--- src/rtl/uart_pkg.sv ---
// Shared types and constants for the UART receive path.
// Build option: UART_RX_PARITY_EN adds an even-parity state to the frame FSM.
package uart_pkg;

    // Character width carried on the serial line and through the FIFO.
    localparam int DATA_W = 8;

    // Clock cycles per bit for a 25 MHz core clock at 115200 baud.
    localparam int DEFAULT_CLK_DIV = 217;

`ifdef UART_RX_PARITY_EN
    typedef enum logic [2:0] {
        IDLE,
        START,
        DATA,
        PARITY,
        STOP,
        BREAK_WAIT
    } rx_state_t;
`else
    typedef enum logic [2:0] {
        IDLE,
        START,
        DATA,
        STOP,
        BREAK_WAIT
    } rx_state_t;
`endif

endpackage

--- src/rtl/uart_rx_fifo.sv ---
// First-word-fall-through receive FIFO. rd_data is registered and always shows
// the head entry while non-empty; it holds its last value once drained.
// A pop is ignored when empty; a push while full only lands if a pop in the
// same cycle frees the head slot.
module uart_rx_fifo #(
    parameter int DEPTH = 4,
    parameter int W     = 8
) (
    input  logic                   clk,
    input  logic                   rst_n,
    input  logic                   push,
    input  logic [W-1:0]           push_data,
    input  logic                   pop,
    output logic [W-1:0]           rd_data,
    output logic                   full,
    output logic                   empty,
    output logic [$clog2(DEPTH):0] count
);

    localparam int AW = $clog2(DEPTH);
    localparam int CW = AW + 1;

    logic [W-1:0]  mem [DEPTH];
    logic [AW-1:0] rd_ptr;
    logic [AW-1:0] wr_ptr;
    logic [AW-1:0] rd_ptr_nxt;
    logic [CW-1:0] count_nxt;
    logic [W-1:0]  head_nxt;
    logic          push_ok;
    logic          pop_ok;

    assign empty   = (count == '0);
    assign full    = (count == CW'(DEPTH));
    assign pop_ok  = pop && !empty;
    assign push_ok = push && (!full || pop_ok);

    // Look ahead at the next head so rd_data is correct the cycle after any update
    always_comb begin
        rd_ptr_nxt = rd_ptr + AW'(pop_ok);
        count_nxt  = count + CW'(push_ok) - CW'(pop_ok);
        head_nxt   = mem[rd_ptr_nxt];
        // The entry being written this cycle becomes the head: bypass the array
        if (push_ok && (rd_ptr_nxt == wr_ptr)) begin
            head_nxt = push_data;
        end
    end

    // Storage array; contents are only observed once written, so no reset
    always_ff @(posedge clk) begin
        if (push_ok) begin
            mem[wr_ptr] <= push_data;
        end
    end

    // Pointers, occupancy and the registered head byte
    always_ff @(posedge clk or negedge rst_n) begin
        if (!rst_n) begin
            rd_ptr  <= '0;
            wr_ptr  <= '0;
            count   <= '0;
            rd_data <= '0;
        end else begin
            rd_ptr <= rd_ptr_nxt;
            wr_ptr <= wr_ptr + AW'(push_ok);
            count  <= count_nxt;
            if (count_nxt != '0) begin
                rd_data <= head_nxt;
            end
        end
    end

endmodule

--- src/rtl/uart_rx_ctrl.sv ---
// UART receive controller: pin synchroniser, mid-bit sampling frame FSM,
// receive FIFO, sticky error flags and a registered interrupt.
// Build option: define UART_RX_PARITY_EN for 8E1 framing with a par_err flag;
// the default build frames 8N1.
module uart_rx_ctrl
    import uart_pkg::*;
#(
    parameter int CLK_DIV    = DEFAULT_CLK_DIV,
    parameter int FIFO_DEPTH = 4
) (
    input  logic                        clk_in,
    input  logic                        sys_rstn,
    input  logic                        uart_rxd,
    input  logic                        rd_en,
    output logic [DATA_W-1:0]           rd_data,
    output logic                        rx_valid,
    output logic [$clog2(FIFO_DEPTH):0] rx_count,
    output logic                        overrun,
    output logic                        frame_err,
    input  logic                        clr_err,
    input  logic                        irq_en,
`ifdef UART_RX_PARITY_EN
    output logic                        par_err,
`endif
    output logic                        irq
);

    localparam int                CNT_W     = $clog2(CLK_DIV);
    localparam logic [CNT_W-1:0]  HALF_LOAD = CNT_W'(CLK_DIV / 2 - 1);
    localparam logic [CNT_W-1:0]  BIT_LOAD  = CNT_W'(CLK_DIV - 1);

    logic              rxd_meta;
    logic              rxd_s;
    rx_state_t         state;
    logic [CNT_W-1:0]  baud_cnt;
    logic [2:0]        bit_idx;
    logic [DATA_W-1:0] shift_reg;
    logic              push;
    logic              tick;
    logic              frame_set;
    logic              overrun_set;
    logic              fifo_full;
    logic              fifo_empty;
    logic              err_any;
`ifdef UART_RX_PARITY_EN
    logic              par_bad;
    logic              par_set;
`endif

    // Two-flop synchroniser; resets to the idle (high) line level
    always_ff @(posedge clk_in or negedge sys_rstn) begin
        if (!sys_rstn) begin
            rxd_meta <= 1'b1;
            rxd_s    <= 1'b1;
        end else begin
            rxd_meta <= uart_rxd;
            rxd_s    <= rxd_meta;
        end
    end

    assign tick      = (baud_cnt == '0);
    assign frame_set = (state == STOP) && tick && !rxd_s;
`ifdef UART_RX_PARITY_EN
    // Even parity: data ones plus the parity bit must be even
    assign par_set   = (state == PARITY) && tick && ((^shift_reg) ^ rxd_s);
`endif

    // Frame FSM: half-bit wait to the start-bit centre, then one bit period per sample
    always_ff @(posedge clk_in or negedge sys_rstn) begin
        if (!sys_rstn) begin
            state     <= IDLE;
            baud_cnt  <= '0;
            bit_idx   <= '0;
            shift_reg <= '0;
            push      <= 1'b0;
`ifdef UART_RX_PARITY_EN
            par_bad   <= 1'b0;
`endif
        end else begin
            push <= 1'b0;
            if ((state != IDLE) && (state != BREAK_WAIT) && !tick) begin
                baud_cnt <= baud_cnt - CNT_W'(1);
            end
            case (state)
                IDLE: begin
                    if (!rxd_s) begin
                        baud_cnt <= HALF_LOAD;
                        state    <= START;
                    end
                end
                START: begin
                    if (tick) begin
                        if (!rxd_s) begin
                            baud_cnt <= BIT_LOAD;
                            bit_idx  <= '0;
                            state    <= DATA;
                        end else begin
                            // Low pulse shorter than half a bit: treat as noise
                            state <= IDLE;
                        end
                    end
                end
                DATA: begin
                    if (tick) begin
                        shift_reg <= {rxd_s, shift_reg[DATA_W-1:1]};
                        baud_cnt  <= BIT_LOAD;
                        bit_idx   <= bit_idx + 3'd1;
                        if (bit_idx == 3'd7) begin
`ifdef UART_RX_PARITY_EN
                            state <= PARITY;
`else
                            state <= STOP;
`endif
                        end
                    end
                end
`ifdef UART_RX_PARITY_EN
                PARITY: begin
                    if (tick) begin
                        par_bad  <= par_set;
                        baud_cnt <= BIT_LOAD;
                        state    <= STOP;
                    end
                end
`endif
                STOP: begin
                    if (tick) begin
                        if (rxd_s) begin
`ifdef UART_RX_PARITY_EN
                            push <= !par_bad;
`else
                            push <= 1'b1;
`endif
                            state <= IDLE;
                        end else begin
                            // Low stop bit: drop the byte and wait out any break
                            state <= BREAK_WAIT;
                        end
                    end
                end
                BREAK_WAIT: begin
                    if (rxd_s) begin
                        state <= IDLE;
                    end
                end
                default: state <= IDLE;
            endcase
        end
    end

    uart_rx_fifo #(
        .DEPTH (FIFO_DEPTH),
        .W     (DATA_W)
    ) u_fifo (
        .clk       (clk_in),
        .rst_n     (sys_rstn),
        .push      (push),
        .push_data (shift_reg),
        .pop       (rd_en),
        .rd_data   (rd_data),
        .full      (fifo_full),
        .empty     (fifo_empty),
        .count     (rx_count)
    );

    assign rx_valid    = !fifo_empty;
    // A same-cycle pop frees the head slot, so only an unpaired push is lost
    assign overrun_set = push && fifo_full && !rd_en;

    // Sticky error flags: a new error in the clearing cycle wins
    always_ff @(posedge clk_in or negedge sys_rstn) begin
        if (!sys_rstn) begin
            overrun   <= 1'b0;
            frame_err <= 1'b0;
`ifdef UART_RX_PARITY_EN
            par_err   <= 1'b0;
`endif
        end else begin
            overrun   <= overrun_set | (overrun & !clr_err);
            frame_err <= frame_set | (frame_err & !clr_err);
`ifdef UART_RX_PARITY_EN
            par_err   <= par_set | (par_err & !clr_err);
`endif
        end
    end

`ifdef UART_RX_PARITY_EN
    assign err_any = overrun | frame_err | par_err;
`else
    assign err_any = overrun | frame_err;
`endif

    // Interrupt request, registered one cycle behind its sources
    always_ff @(posedge clk_in or negedge sys_rstn) begin
        if (!sys_rstn) begin
            irq <= 1'b0;
        end else begin
            irq <= irq_en & (rx_valid | err_any);
        end
    end

endmodule

--- config.mk ---
export PLATFORM = sky130hd
export DESIGN_NAME = uart_rx_ctrl
export DESIGN_NICKNAME = d
export VERILOG_FILES = /design/src/rtl/uart_pkg.sv /design/src/rtl/uart_rx_fifo.sv /design/src/rtl/uart_rx_ctrl.sv
export SDC_FILE = /design/constraint.sdc
export NUM_CORES = 1
export LEC_CHECK = 0
export CAP_MARGIN = 10
export CORE_ASPECT_RATIO = 1.25
export CORE_MARGIN = 4
export CORE_UTILIZATION = 45
export CTS_BUF_LIST = sky130_fd_sc_hd__clkbuf_4
export DETAILED_ROUTE_END_ITERATION = 8
export PLACE_DENSITY = 0.66
export SLEW_MARGIN = 5
export SYNTH_ARGS = -nofsm -noshare
export SYNTH_HDL_FRONTEND = slang
export SYNTH_HIERARCHICAL = 1
export SYNTH_SLANG_ARGS = --single-unit
export TNS_END_PERCENT = 100
--- constraint.sdc ---
create_clock -name clk_in -period 2.8 [get_ports clk_in]
set_input_delay 0.56 -clock clk_in [delete_from_list [all_inputs] [get_ports clk_in]]
set_output_delay 0.56 -clock clk_in [all_outputs]
set_load 0.02 [all_outputs]
Yosys cells after proc, flatten, opt, wreduce, memory -nomap -nowiden:

Memories as Yosys holds them, arrays and structs flattened. A register that Yosys moved wholly into a read port is not among the register bits.
Cells that the tools add are included.

* output and inout bits: 15
* bits in writable memories: 32
* memories kept: 1
* flip-flop bits (word level): 35
* logic and storage cells: 90

* eq/ne operators: 14
* reductions and logical operators: 25
* bitwise logic cells: 7
* mux-type cells: 24
* add/subtract/negate cells: 6

Memory list
* u_fifo.mem: words 4, bits a word 8, read ports 1, clocked after Yosys merged registers in 1, wr ports 1, line uart_rx_fifo.sv:23 `logic [W-1:0] mem [DEPTH];`

Operators by type and width (number)
* two-way mux 8 bit: 5
* two-way mux 3 bit: 10
* one-hot mux 8 bit (3 select lines): 1
* one-hot mux 3 bit (5 select lines): 1
* inequality test 2 bit, second input constant: 7
* equality test 3 bit, second input constant: 3
* logical AND 1 bit: 8
* logical NOT 8 bit: 1
* subtractor 8 x 1 -> 8 bit, second input constant: 1
* logical NOT 1 bit: 7
* equality test 3 x 2 -> 1 bit, second input constant: 2
* logical NOT 3 bit: 2
* one-hot mux 3 bit (2 select lines): 1
* AND reduction 6 bit: 1
* nonzero test 3 bit: 2
* two-way mux 1 bit: 5
* adder 2 x 1 -> 2 bit: 2
* OR 1 bit: 4
* AND reduction 4 bit: 1
* adder 3 x 1 -> 3 bit: 1
* adder 3 x 1 -> 3 bit, second input constant: 1
* AND 1 bit: 3
* equality test 3 x 1 -> 1 bit, second input constant: 1
* inequality test 3 bit, second input constant: 1
* 5 further kinds: 5

Longest topological paths before layout:

* word-level depth: 8
* gate-level depth with buffers: 10

By module:

The synthesis kept the hierarchy.

By module, submodules not included
* uart_rx_fifo: area an instance 1959.4 µm², cells an instance 98, sequential area each 1336.3 µm², instances 1
* uart_rx_ctrl: area an instance 1305.0 µm², cells an instance 115, sequential area each 703.2 µm², instances 1

Worst setup path before layout:

OpenSTA, ideal clock, no wires.

* kind: input -> register
* start point: input rd_en
* end point: register u_fifo.rd_data[0], read port of u_fifo.mem
* cell stages on the path: 9
* arrival time: 2.928 ns
* path buffers: 0
* path slack: -0.252 ns
* library setup time: 0.125 ns
* data required time: 2.675 ns
* cell sequence: or4b_1 -> nand2_1 -> o21ai_0 -> ha_1 -> fa_1 -> xor2_1 -> xnor2_1 -> nor3_4 -> mux2_2

* longest elaborated chain between the ends: 6
* elaborated cells between the ends (all ways): 7
* those cells by class: 3 x add/sub; 4 x reduce/logical

RTL lines
* start: declaration: line uart_rx_ctrl.sv:14 `input logic rd_en,`
* logical AND 1 bit *: line uart_rx_fifo.sv:34 `assign pop_ok = pop && !empty;`
* logical OR 1 bit: line uart_rx_fifo.sv:35 `assign push_ok = push && (!full || pop_ok);`
* logical AND 1 bit: line uart_rx_fifo.sv:35
* adder 3 x 1 -> 3 bit: line uart_rx_fifo.sv:40 `count_nxt = count + CW'(push_ok) - CW'(pop_ok);`
* subtractor 3 x 1 -> 3 bit *: line uart_rx_fifo.sv:40
* named net u_fifo.count_nxt[2]: line uart_rx_fifo.sv:27 `logic [CW-1:0] count_nxt;`
* nonzero test 3 bit *: line uart_rx_fifo.sv:66 `if (count_nxt != '0) begin`
* end: declaration: line uart_rx_fifo.sv:14 `output logic [W-1:0] rd_data,`

The timed path passes the listed nets; every way through them passes the cells marked *.
A chain may end at the register's enable or synchronous reset.

Worst setup path after layout:

* start point: register u_fifo.count[1]
* end point: register u_fifo.rd_data[5], read port of u_fifo.mem

* longest elaborated chain between the ends: 8
* elaborated cells between the ends (all ways): 11
* those cells by class: 3 x add/sub; 1 x eq/ne; 7 x reduce/logical

RTL lines
* start: declaration: line uart_rx_fifo.sv:17 `output logic [$clog2(DEPTH):0] count`
* start signal: assignment: line uart_rx_fifo.sv:65 `count <= count_nxt;`
* logical NOT 3 bit: line uart_rx_fifo.sv:32 `assign empty = (count == '0);`
* logical NOT 1 bit: line uart_rx_fifo.sv:34
* logical AND 1 bit: line uart_rx_fifo.sv:34
* logical OR 1 bit: line uart_rx_fifo.sv:35
* logical AND 1 bit: line uart_rx_fifo.sv:35
* adder 3 x 1 -> 3 bit: line uart_rx_fifo.sv:40
* subtractor 3 x 1 -> 3 bit *: line uart_rx_fifo.sv:40
* named net u_fifo.count_nxt[2]: line uart_rx_fifo.sv:27
* nonzero test 3 bit *: line uart_rx_fifo.sv:66

Marked as above.

==> out/results.tsv <==
metric	value	unit
synthTopCellsByArea	dfrtp_1 31%, edfxtp_1 29%, mux2_2 8.6%, mux4_2 5.5%, ha_1 2.7%	
synthTopCellsByCount	41 x dfrtp_1, 32 x edfxtp_1, 25 x mux2_2, 10 x inv_1	
viasPerCell	5.31	
cts.reportedPaths.clkPinSlew	0.12	ns
status	finished, final reports clean	
grt_overflow	0	
nNetsFinal	268	
fin_skew	0.0143	ns
drtPass1Iterations	4	
synth_top_family_by_area	multiplexers	
synth_nets	227	
synth_top_area_cell	dfrtp_1	
syn-instance-count	213	
relSlewSlack	35.3	%
die_h	103	µm
cts_root_buffer	clkbuf_4	
yosysTopAreaCellShare	31.4	%
antenna_left	0	
drt-total-wl	5.65	mm
avgSynthCellArea	15.3	µm²
grt_pass1_vias	1955	
rows	34	
pin_count	21	
synth_edf_count	32	
grt_usage	14.4	%
clkPwrFrac	24.0	%
cp_max_fo	8	
diodes	0	
clock.fmax	364	MHz
dieWidth	84.2	µm
postLayoutSetupSlackWorst	0.0538	ns
start_kind	flip-flop	
synth-xor-area-share	2.84	%
synth_mux_area_share	14.8	%
dp_hpwl	3.88	mm
clockBufferDepth	2	
tightest_slew	0.971	ns
critPathArrivalTime	3.03	ns
maxCapViolCount	0	
ys_types	46	
vias	1852	
grt_max_degree	44	
post-route-drc-count	0	
cts_sinks	75	
worstSkewPairLatency	0.40	ns
yosys.area_share.adder	3.30	%
htree_levels	3	
top_register	u_fifo/mem	
largest_reg_flops	32	
grt_pass1_wl	9.49	mm
path_class	flip-flop to flip-flop	
yosysMostFrequentCell	dfrtp_1	
cts_tree	yes	
async_flop_share	57.3	%
gp_congestion	0.775	
synth-seq-cells	75	
pwr-share-comb	30.9	%
whs	0.288	ns
power.switching	0.809	mW
setup_viol	0	
p_seq_share	45.1	%
end_kind	flip-flop	
finalHoldViolCount	0	
hold_path_class	input pin to async pin	
slew_violations	0	
die_area	0.00869	mm²
rsz0062_at_grt	yes	
switching_share	29.5	%
start_util	46.5	%
final_util	55.2	%
antenna_found_initial	0	
p_per_area	706	mW/mm²
internal-power	1.93	mW
drive_above_1_share	32.8	%
ir_worst_vdd	0.365	mV
pre_cts_slack	-0.510	ns
p_leak	1.69	nW
drt-initial-drc-count	93	
synthSimpleGateAreaFrac	10.2	%
yosys_most_used_dff	dfrtp_1	
synth_area	0.00326	mm²
coreArea	0.00702	mm²
wl_per_cell	16.2	µm
final.period_utilization	98.1	%
synth_compound_area_share	4.29	%
cts_buffers	9	
port_buffers	20	
min_period	2.75	ns
syn2layout_area_growth	18.7	%
critPathRequiredTime	3.09	ns
yosysSeqAreaShare	62.5	%
yosys_warnings	6	
critical path: stages, from the launching register on:
cell	delay, ns
dfrtp_2	0.46
or4b_4	0.54
nand2_4	0.08
o21ai_2	0.06
ha_2	0.18
fa_2	0.37
xor2_2	0.17
xnor2_2	0.16
nor3_4	0.15
buf_12	0.16
mux2_4	0.30
cells by family after synthesis:
| family | Yosys count |
|---|---|
| multiplexers | 35 |
| flip-flops | 75 |
| AO/OA/AOI/OAI | 21 |
| AND/OR/NAND/NOR | 52 |
| adder cells (fa/ha/maj) | 8 |
| buffers and inverters | 14 |
| XOR/XNOR | 8 |
cells in the final DEF, fill, tap and decap left out, types with 3 or more instances in the layout:
master	instances
a21oi_1	5
buf_4	12
clkbuf_4	10
clkdlybuf4s50_1	18
dfrtp_1	39
edfxtp_1	32
ha_1	6
inv_1	10
mux2_2	17
mux2_4	8
mux4_2	8
nand2_1	7
nand3_1	4
nor2_1	7
nor3_1	8
nor3b_1	5
nor4_1	3
o21ai_0	3
o22ai_1	3
xnor2_1	3
stage by stage:
step / cells / total power, mW / instance area (µm²) / setup TNS, ns
CTS: 348 / 2.76 / 3860 / 0
global route: 349 / 2.88 / 3880 / -0.0390
floorplan: 213 / 1.75 / 3310 / -1.19
finish: 349 / 2.74 / 3880 / 0
detailed placement: 332 / 2.07 / 3710 / -4.02
global placement: 332 / 2.06 / 3710 / -3.55
cell type report:
| type | count | area, µm² |
|---|---|---|
| sequential | 75 | 2040 |
| clock buffer | 10 | 75.1 |
| multi-input combinational | 124 | 1220 |
| clock inverter | 6 | 66.3 |
| timing repair buffer | 34 | 324 |
| tap | 90 | 113 |
| inverter | 10 | 37.5 |
| fill | 572 | 3140 |
per-layer routing:
layer  routed length, µm  track usage [%]  vias to the layer above
li1                    -                -                      885
met1                2380             16.4                      937
met2                3060             26.3                       26
met3                 163             3.80                        4
met4                  44             5.20                        0
met5                   0                0                        -
final timing paths:
path | slack, ns | start | to | cells after the start
max | 0.05 | u_fifo/count[1] | u_fifo/rd_data[5] | 10
max reg2reg | 0.05 | u_fifo/count[1] | u_fifo/rd_data[5] | 10
max in group asynchronous | 1.84 | sys_rstn | u_fifo/count[2] | 1
min reg2reg | 0.37 | rxd_meta | rxd_s | 0
min in group clk_in | 0.37 | rxd_meta | rxd_s | 0
min | 0.29 | sys_rstn | baud_cnt[0] | 1
repair_timing:
item	4_1_cts	5_1_grt
setup endpoints to repair	8	8
resized for setup	3	3
buffers inserted	0	1
pin swaps	4	0
hold buffers	0	0
power groups by stage:
stage | logic, mW | registers, mW | clock network, mW
finish | 0.846 | 1.24 | 0.656
global route | 0.903 | 1.24 | 0.732
global placement | 0.808 | 1.25 | 0
CTS | 0.849 | 1.23 | 0.677
floorplan | 0.471 | 1.28 | 0
detailed placement | 0.823 | 1.25 | 0
No activity file was read; power rests on OpenSTA's default activity.
